**src/rtl/io_output_bank.sv**
```systemverilog
// io_output_bank: bank of NPORTS memory-mapped output registers on the CPU
// I/O bus. Each port supports byte-strobed writes, atomic SET/CLR/TOGGLE
// aliases and registered readback. It also has an optional auto-clear pulse
// timer, so software can fire one-shot strobes without polling.
//
// Address map, relative to BASE_ADDR. One region is NPORTS words wide:
//   region r, port p -> byte offset (r * NPORTS + p) * 4
//   r = 0 DATA, 1 SET, 2 CLR, 3 TOG, 4 PLEN, 5 CNT (read-only), 6/7 reserved
module io_output_bank #(
  parameter int          NPORTS    = 4,
  parameter int          DATA_W    = 32,
  parameter int          CNT_W     = 16,
  parameter logic [31:0] BASE_ADDR = 32'h0000_0080
) (
  input  logic                     io_clk,
  input  logic                     reset,
  input  logic [31:0]              addr,
  input  logic [31:0]              datain,
  input  logic [3:0]               wstrb,
  input  logic                     write_io_enable,
  input  logic                     read_io_enable,
  output logic [31:0]              rd_data,
  output logic                     rd_valid,
  output logic [NPORTS*DATA_W-1:0] out_ports,
  output logic [NPORTS-1:0]        pulse_active
);

  // Number of port-index bits. The index slice is kept at least 1 bit wide
  // so that a single-port build still elaborates.
  localparam int          PWS   = $clog2(NPORTS);
  localparam int          IDX_W = (NPORTS > 1) ? PWS : 1;
  localparam logic [31:0] SPAN  = 32'(NPORTS * 32);

  typedef enum logic [2:0] {
    R_DATA = 3'd0,
    R_SET  = 3'd1,
    R_CLR  = 3'd2,
    R_TOG  = 3'd3,
    R_PLEN = 3'd4,
    R_CNT  = 3'd5,
    R_RSV6 = 3'd6,
    R_RSV7 = 3'd7
  } rgn_t;

  // Expand the 4 byte strobes into a 32-bit bit mask.
  function automatic logic [31:0] strb_mask(input logic [3:0] s);
    logic [31:0] m;
    m = '0;
    for (int k = 0; k < 4; k++) begin
      m[8*k +: 8] = {8{s[k]}};
    end
    return m;
  endfunction

  // Apply one of the four port-write flavours to the current port value.
  // DATA merges only the enabled bytes. SET, CLR and TOG use the
  // strobe-masked data as their operand.
  function automatic logic [DATA_W-1:0] port_merge(
    input rgn_t              rgn,
    input logic [DATA_W-1:0] old_v,
    input logic [DATA_W-1:0] val,
    input logic [DATA_W-1:0] mask
  );
    logic [DATA_W-1:0] m;
    logic [DATA_W-1:0] r;
    m = val & mask;
    case (rgn)
      R_DATA:  r = (old_v & ~mask) | m;
      R_SET:   r = old_v | m;
      R_CLR:   r = old_v & ~m;
      R_TOG:   r = old_v ^ m;
      default: r = old_v;
    endcase
    return r;
  endfunction

  // Byte-merge a new pulse length into the stored one.
  function automatic logic [CNT_W-1:0] len_merge(
    input logic [CNT_W-1:0] old_v,
    input logic [CNT_W-1:0] val,
    input logic [CNT_W-1:0] mask
  );
    return (old_v & ~mask) | (val & mask);
  endfunction

  logic [DATA_W-1:0] port_q [NPORTS];
  logic [DATA_W-1:0] port_d [NPORTS];
  logic [CNT_W-1:0]  len_q  [NPORTS];
  logic [CNT_W-1:0]  len_d  [NPORTS];
  logic [CNT_W-1:0]  cnt_q  [NPORTS];
  logic [CNT_W-1:0]  cnt_d  [NPORTS];
  logic [31:0]       rd_data_q;
  logic [31:0]       rd_data_d;
  logic              rd_valid_q;
  logic              rd_valid_d;

  logic [31:0]       off;
  logic [31:0]       word_idx;
  logic              hit;
  logic              wr_hit;
  logic [IDX_W-1:0]  sel_idx;
  rgn_t              sel_rgn;
  logic [31:0]       mask32;
  logic [DATA_W-1:0] dmask;
  logic [DATA_W-1:0] dval;
  logic [CNT_W-1:0]  lmask;
  logic [CNT_W-1:0]  lval;
  logic [31:0]       rd_sel;

  // Address decode. An address below BASE_ADDR wraps to a large offset,
  // so a single unsigned compare also rejects it.
  always_comb begin
    off      = addr - BASE_ADDR;
    hit      = (off < SPAN);
    wr_hit   = write_io_enable && hit;
    word_idx = off >> 2;
    sel_idx  = IDX_W'(word_idx & 32'(NPORTS - 1));
    sel_rgn  = rgn_t'(3'((word_idx >> PWS) & 32'd7));
  end

  // Write operands, narrowed to the port and counter widths.
  always_comb begin
    mask32 = strb_mask(wstrb);
    dmask  = mask32[DATA_W-1:0];
    dval   = datain[DATA_W-1:0];
    lmask  = mask32[CNT_W-1:0];
    lval   = datain[CNT_W-1:0];
  end

  // Next state per port. The countdown and expiry are evaluated first, so a
  // write on the same edge overrides them. A write always uses the
  // pre-edge port value.
  always_comb begin
    for (int i = 0; i < NPORTS; i++) begin
      port_d[i] = port_q[i];
      len_d[i]  = len_q[i];
      cnt_d[i]  = cnt_q[i];

      if (cnt_q[i] != '0) begin
        cnt_d[i] = cnt_q[i] - CNT_W'(1);
        if (cnt_q[i] == CNT_W'(1)) begin
          port_d[i] = '0;
        end
      end

      if (wr_hit && (sel_idx == IDX_W'(i))) begin
        case (sel_rgn)
          R_DATA, R_SET, R_TOG: begin
            port_d[i] = port_merge(sel_rgn, port_q[i], dval, dmask);
            // A zero length reloads zero, which leaves the timer idle.
            cnt_d[i]  = len_q[i];
          end
          R_CLR: begin
            port_d[i] = port_merge(sel_rgn, port_q[i], dval, dmask);
            cnt_d[i]  = '0;
          end
          R_PLEN: begin
            len_d[i] = len_merge(len_q[i], lval, lmask);
            cnt_d[i] = '0;
          end
          default: begin
          end
        endcase
      end
    end
  end

  // Readback mux. It samples pre-edge state, so a read and a write to the
  // same register on one edge returns the old value.
  always_comb begin
    rd_sel = '0;
    if (hit) begin
      case (sel_rgn)
        R_DATA, R_SET, R_CLR, R_TOG: rd_sel = 32'(port_q[sel_idx]);
        R_PLEN:                      rd_sel = 32'(len_q[sel_idx]);
        R_CNT:                       rd_sel = 32'(cnt_q[sel_idx]);
        default:                     rd_sel = '0;
      endcase
    end
    rd_data_d  = read_io_enable ? rd_sel : rd_data_q;
    rd_valid_d = read_io_enable;
  end

  // State registers. Reset is asynchronous, so outputs clear without a clock.
  always_ff @(posedge io_clk or posedge reset) begin
    if (reset) begin
      for (int i = 0; i < NPORTS; i++) begin
        port_q[i] <= '0;
        len_q[i]  <= '0;
        cnt_q[i]  <= '0;
      end
      rd_data_q  <= '0;
      rd_valid_q <= 1'b0;
    end else begin
      for (int i = 0; i < NPORTS; i++) begin
        port_q[i] <= port_d[i];
        len_q[i]  <= len_d[i];
        cnt_q[i]  <= cnt_d[i];
      end
      rd_data_q  <= rd_data_d;
      rd_valid_q <= rd_valid_d;
    end
  end

  assign rd_data  = rd_data_q;
  assign rd_valid = rd_valid_q;

  for (genvar g = 0; g < NPORTS; g++) begin : g_out
    assign out_ports[g*DATA_W +: DATA_W] = port_q[g];
    assign pulse_active[g]               = (cnt_q[g] != '0);
  end

endmodule

```
**config.mk**
```make
export PLATFORM = sky130hd
export DESIGN_NAME = io_output_bank
export DESIGN_NICKNAME = d
export VERILOG_FILES = /design/src/rtl/io_output_bank.sv
export SDC_FILE = /design/constraint.sdc
export NUM_CORES = 1
export LEC_CHECK = 0
export BUFFER_PORTS_ARGS = -buffer_cell sky130_fd_sc_hd__buf_2
export CORE_AREA = 2 2 184 186
export DETAILED_ROUTE_END_ITERATION = 6
export DIE_AREA = 0 0 186 188
export HOLD_SLACK_MARGIN = 0.15
export PLACE_DENSITY = 0.83
export SLEW_MARGIN = 20
export SYNTH_ARGS = -nofsm -noshare
export SYNTH_HDL_FRONTEND = slang
export SYNTH_SLANG_ARGS = --single-unit
export TNS_END_PERCENT = 50
```
**constraint.sdc**
```tcl
create_clock -name io_clk -period 14.1 [get_ports io_clk]
set_input_delay 2.82 -clock io_clk [delete_from_list [all_inputs] [get_ports io_clk]]
set_output_delay 2.82 -clock io_clk [all_outputs]
set_load 0.03 [all_outputs]
```
==> flow_metrics.env <==
export IMPL_status="finished, final reports clean"
export IMPL_root_buffer="clkbuf_16"
export IMPL_setup_tns_ps=0
export IMPL_crit_arrival_ps=3250
export IMPL_cts_buffers=34
export IMPL_place_area_um2=21000
export IMPL_slew_headroom_pct=22.5
export IMPL_synth_main_ff_cell="dfrtp_1"
export IMPL_preCtsSetupSlack_ps=7690
export IMPL_hold_path_class="register to register"
export IMPL_synth_edf_count=0
export IMPL_synth_warnings=0
export IMPL_drtIter0Drc=1892
export IMPL_critPathTopFamily="simple AND/OR/NAND/NOR gates"
export IMPL_setup_ws_ps=8030
export IMPL_seqCellArea_um2=7230
export IMPL_cts_resized=0
export IMPL_cts_setup_buffers=0
export IMPL_rsz0062_at_grt="no"
export IMPL_syn_mean_instance_area_um2=10.2
export IMPL_syn_nets=2131
export IMPL_cts_sinks=289
export IMPL_cp_num_buf_inv=1
export IMPL_grt_max_degree=162
export IMPL_synth_top_area_share_pct=36.9
export IMPL_port_buffers=234
export IMPL_start_util_pct=59.2
export IMPL_die_area_um2=35000
export IMPL_clkSlewWorstSetupHoldPaths_ps=60
export IMPL_drive_gt1_share_pct=23.0
export IMPL_fmax_ghz=0.165
export IMPL_endpoint_kind="output port"
export IMPL_first_pass_iters=5
export IMPL_synthTopCellsByCount="dfrtp_1 (289), a21oi_1 (261), nand2_1 (260)"
export IMPL_rows=67
export IMPL_yosysUniqueCellTypes=59
export IMPL_clk_path_buf_depth=3
export IMPL_fillCellCount=2486
export IMPL_drv_cap=0
export IMPL_ios=237
export IMPL_hold_buffers=0
export IMPL_multiInputGateArea_um2=11600
export IMPL_cellPowerDensity_nw_per_um2=86.3
export IMPL_antenna_found_initial=0
export IMPL_ant_nets=0
export IMPL_avgViaCountPerCell=6.93
export IMPL_htree_levels=2
export IMPL_core_um2=33100
export IMPL_path_class="register to output port"
export IMPL_crit_path_start_kind="register"
export IMPL_fin_crit_ps=6070
export IMPL_final_area_um2=22100
export IMPL_critPathRequiredTime_ps=11280
export IMPL_yosys_top_cells_area="dfrtp_1 (37%), ha_1 (8.8%), mux2i_1 (7.8%)"
export IMPL_drc=0
export IMPL_p_leak_nw=10.2
export IMPL_netlist_area_um2=19600
export IMPL_finalCritPeriodShare_pct=43.1
export IMPL_skew_ps=28.6
export IMPL_report_final_slew_viol_count=0
export IMPL_area_growth_pct=12.8
export IMPL_die_x_um=186
export IMPL_slowest_delay_ps=780
export IMPL_crit_chain="or4_1 -> nor4b_1 -> nand3_1 -> buf_2"
export IMPL_hold_ws_ps=494
export IMPL_cts_tree="built"
export IMPL_critPathSlowestCell="nor4b_1"
export IMPL_syn_inst=1921
export IMPL_crit_fanout=9
export IMPL_synth_seq_cells=289
export IMPL_grt_total_usage_pct=35.7
export IMPL_yosysTopAreaCell="dfrtp_1"
export IMPL_ir_drop_v=0.0000676
export IMPL_grt_pass1_wl_um=97200
export IMPL_utilization_pct=66.8
export IMPL_gp_congestion=0.955
export IMPL_hold_viol_final=0
export IMPL_routedWlPerCell_um=24.7
export IMPL_grt_pass1_vias=17800
export IMPL_worstMarginPinSlew_ps=1160
export IMPL_num_vias=17700
export IMPL_setup_viol=0
export IMPL_yosysMostFrequentCell="dfrtp_1"
export IMPL_layout_nets=2290
export IMPL_insertion_delay_ps=520
export IMPL_drt_wl_total_um=62900
export IMPL_overflow=0
export IMPL_seq_area_frac_synth_pct=36.9
export IMPL_async_reset_ff_share_pct=100
export IMPL_die_h_um=188
export IMPL_dp_hpwl_um=40700
## layout make-up
cell class / count / share of cell area [%]
tap: 448 / 2.53
timing repair buffer: 260 / 6.30
multi-input combinational: 1432 / 52.5
antenna: 2 / 0.0226
sequential: 289 / 32.7
inverter: 63 / 1.10
clock buffer: 45 / 4.31
clock inverter: 11 / 0.509
## cells in the final DEF, fill, tap and decap left out, drive strengths merged, types with 15 or more instances in the layout
master / count
a21oi: 262
xor2: 36
mux4: 64
nor3: 32
dfrtp: 289
xnor2: 20
o22ai: 49
clkbuf: 45
o2111ai: 15
buf: 260
inv: 65
nand2: 260
nor2: 29
a211oi: 129
mux2i: 153
mux2: 65
ha: 138
nand3: 17
o2bb2ai: 57
## worst reg2reg max path, cell delays in order, from the launching register on
cell	delay (ps)
dfrtp_1	440
nor4_1	580
and4b_1	500
nand3_2	950
nand2_1	410
mux2i_1	140
## worst paths after layout
| path | cells after the start | start | end | slack [ps] |
|---|---|---|---|---|
| setup / recovery | 4 | cnt_q[24]$_DFF_PP0_ | pulse_active[2] | 8030 |
| hold / removal | 1 | register | cnt_q[39]$_DFF_PP0_ | 490 |
| setup reg to reg | 5 | cnt_q[35]$_DFF_PP0_ | out_ports[55]$_DFFE_PP0P_ | 10930 |
| hold reg to reg | 1 | register | cnt_q[39]$_DFF_PP0_ | 490 |
| max in group asynchronous | 3 | reset | out_ports[39]$_DFFE_PP0P_ | 10190 |
| min in group asynchronous | 2 | reset | rd_valid$_DFF_PP0_ | 2470 |
## cell families after synthesis
kind of cell / Yosys count / share of synthesized area, %
AO/OA/AOI/OAI: 533 / 18.6
AND/OR/NAND/NOR: 423 / 9.99
flip-flops: 289 / 36.9
multiplexers: 282 / 18.9
buffers and inverters: 200 / 4.38
adder cells (fa/ha/maj): 138 / 8.80
XOR/XNOR: 56 / 2.50
## layer usage
layer	GRT usage, %	wire (µm)
met4	20.8	3850
met3	10.1	7420
met5	0	0
met2	55.0	28800
met1	44.7	22900
## metrics by stage
| step | instances | power, mW |
|---|---|---|
| 6_report | 2550 | 1.91 |
| 3_3_place_gp | 2489 | 1.04 |
| 4_1_cts | 2546 | 1.91 |
| 2_1_floorplan | 1921 | 0.992 |
| 5_1_grt | 2548 | 1.96 |
| 3_5_place_dp | 2490 | 1.05 |
## where the power goes
| group | total (mW) | leakage (nW) | switching [mW] | internal (mW) |
|---|---|---|---|---|
| clock | 0.867 | 0.532 | 0.355 | 0.511 |
| combinational | 0.214 | 6.56 | 0.146 | 0.0679 |
| sequential | 0.830 | 3.10 | 0.0000480 | 0.830 |
Note: power is estimated with default switching activity, not from simulation.
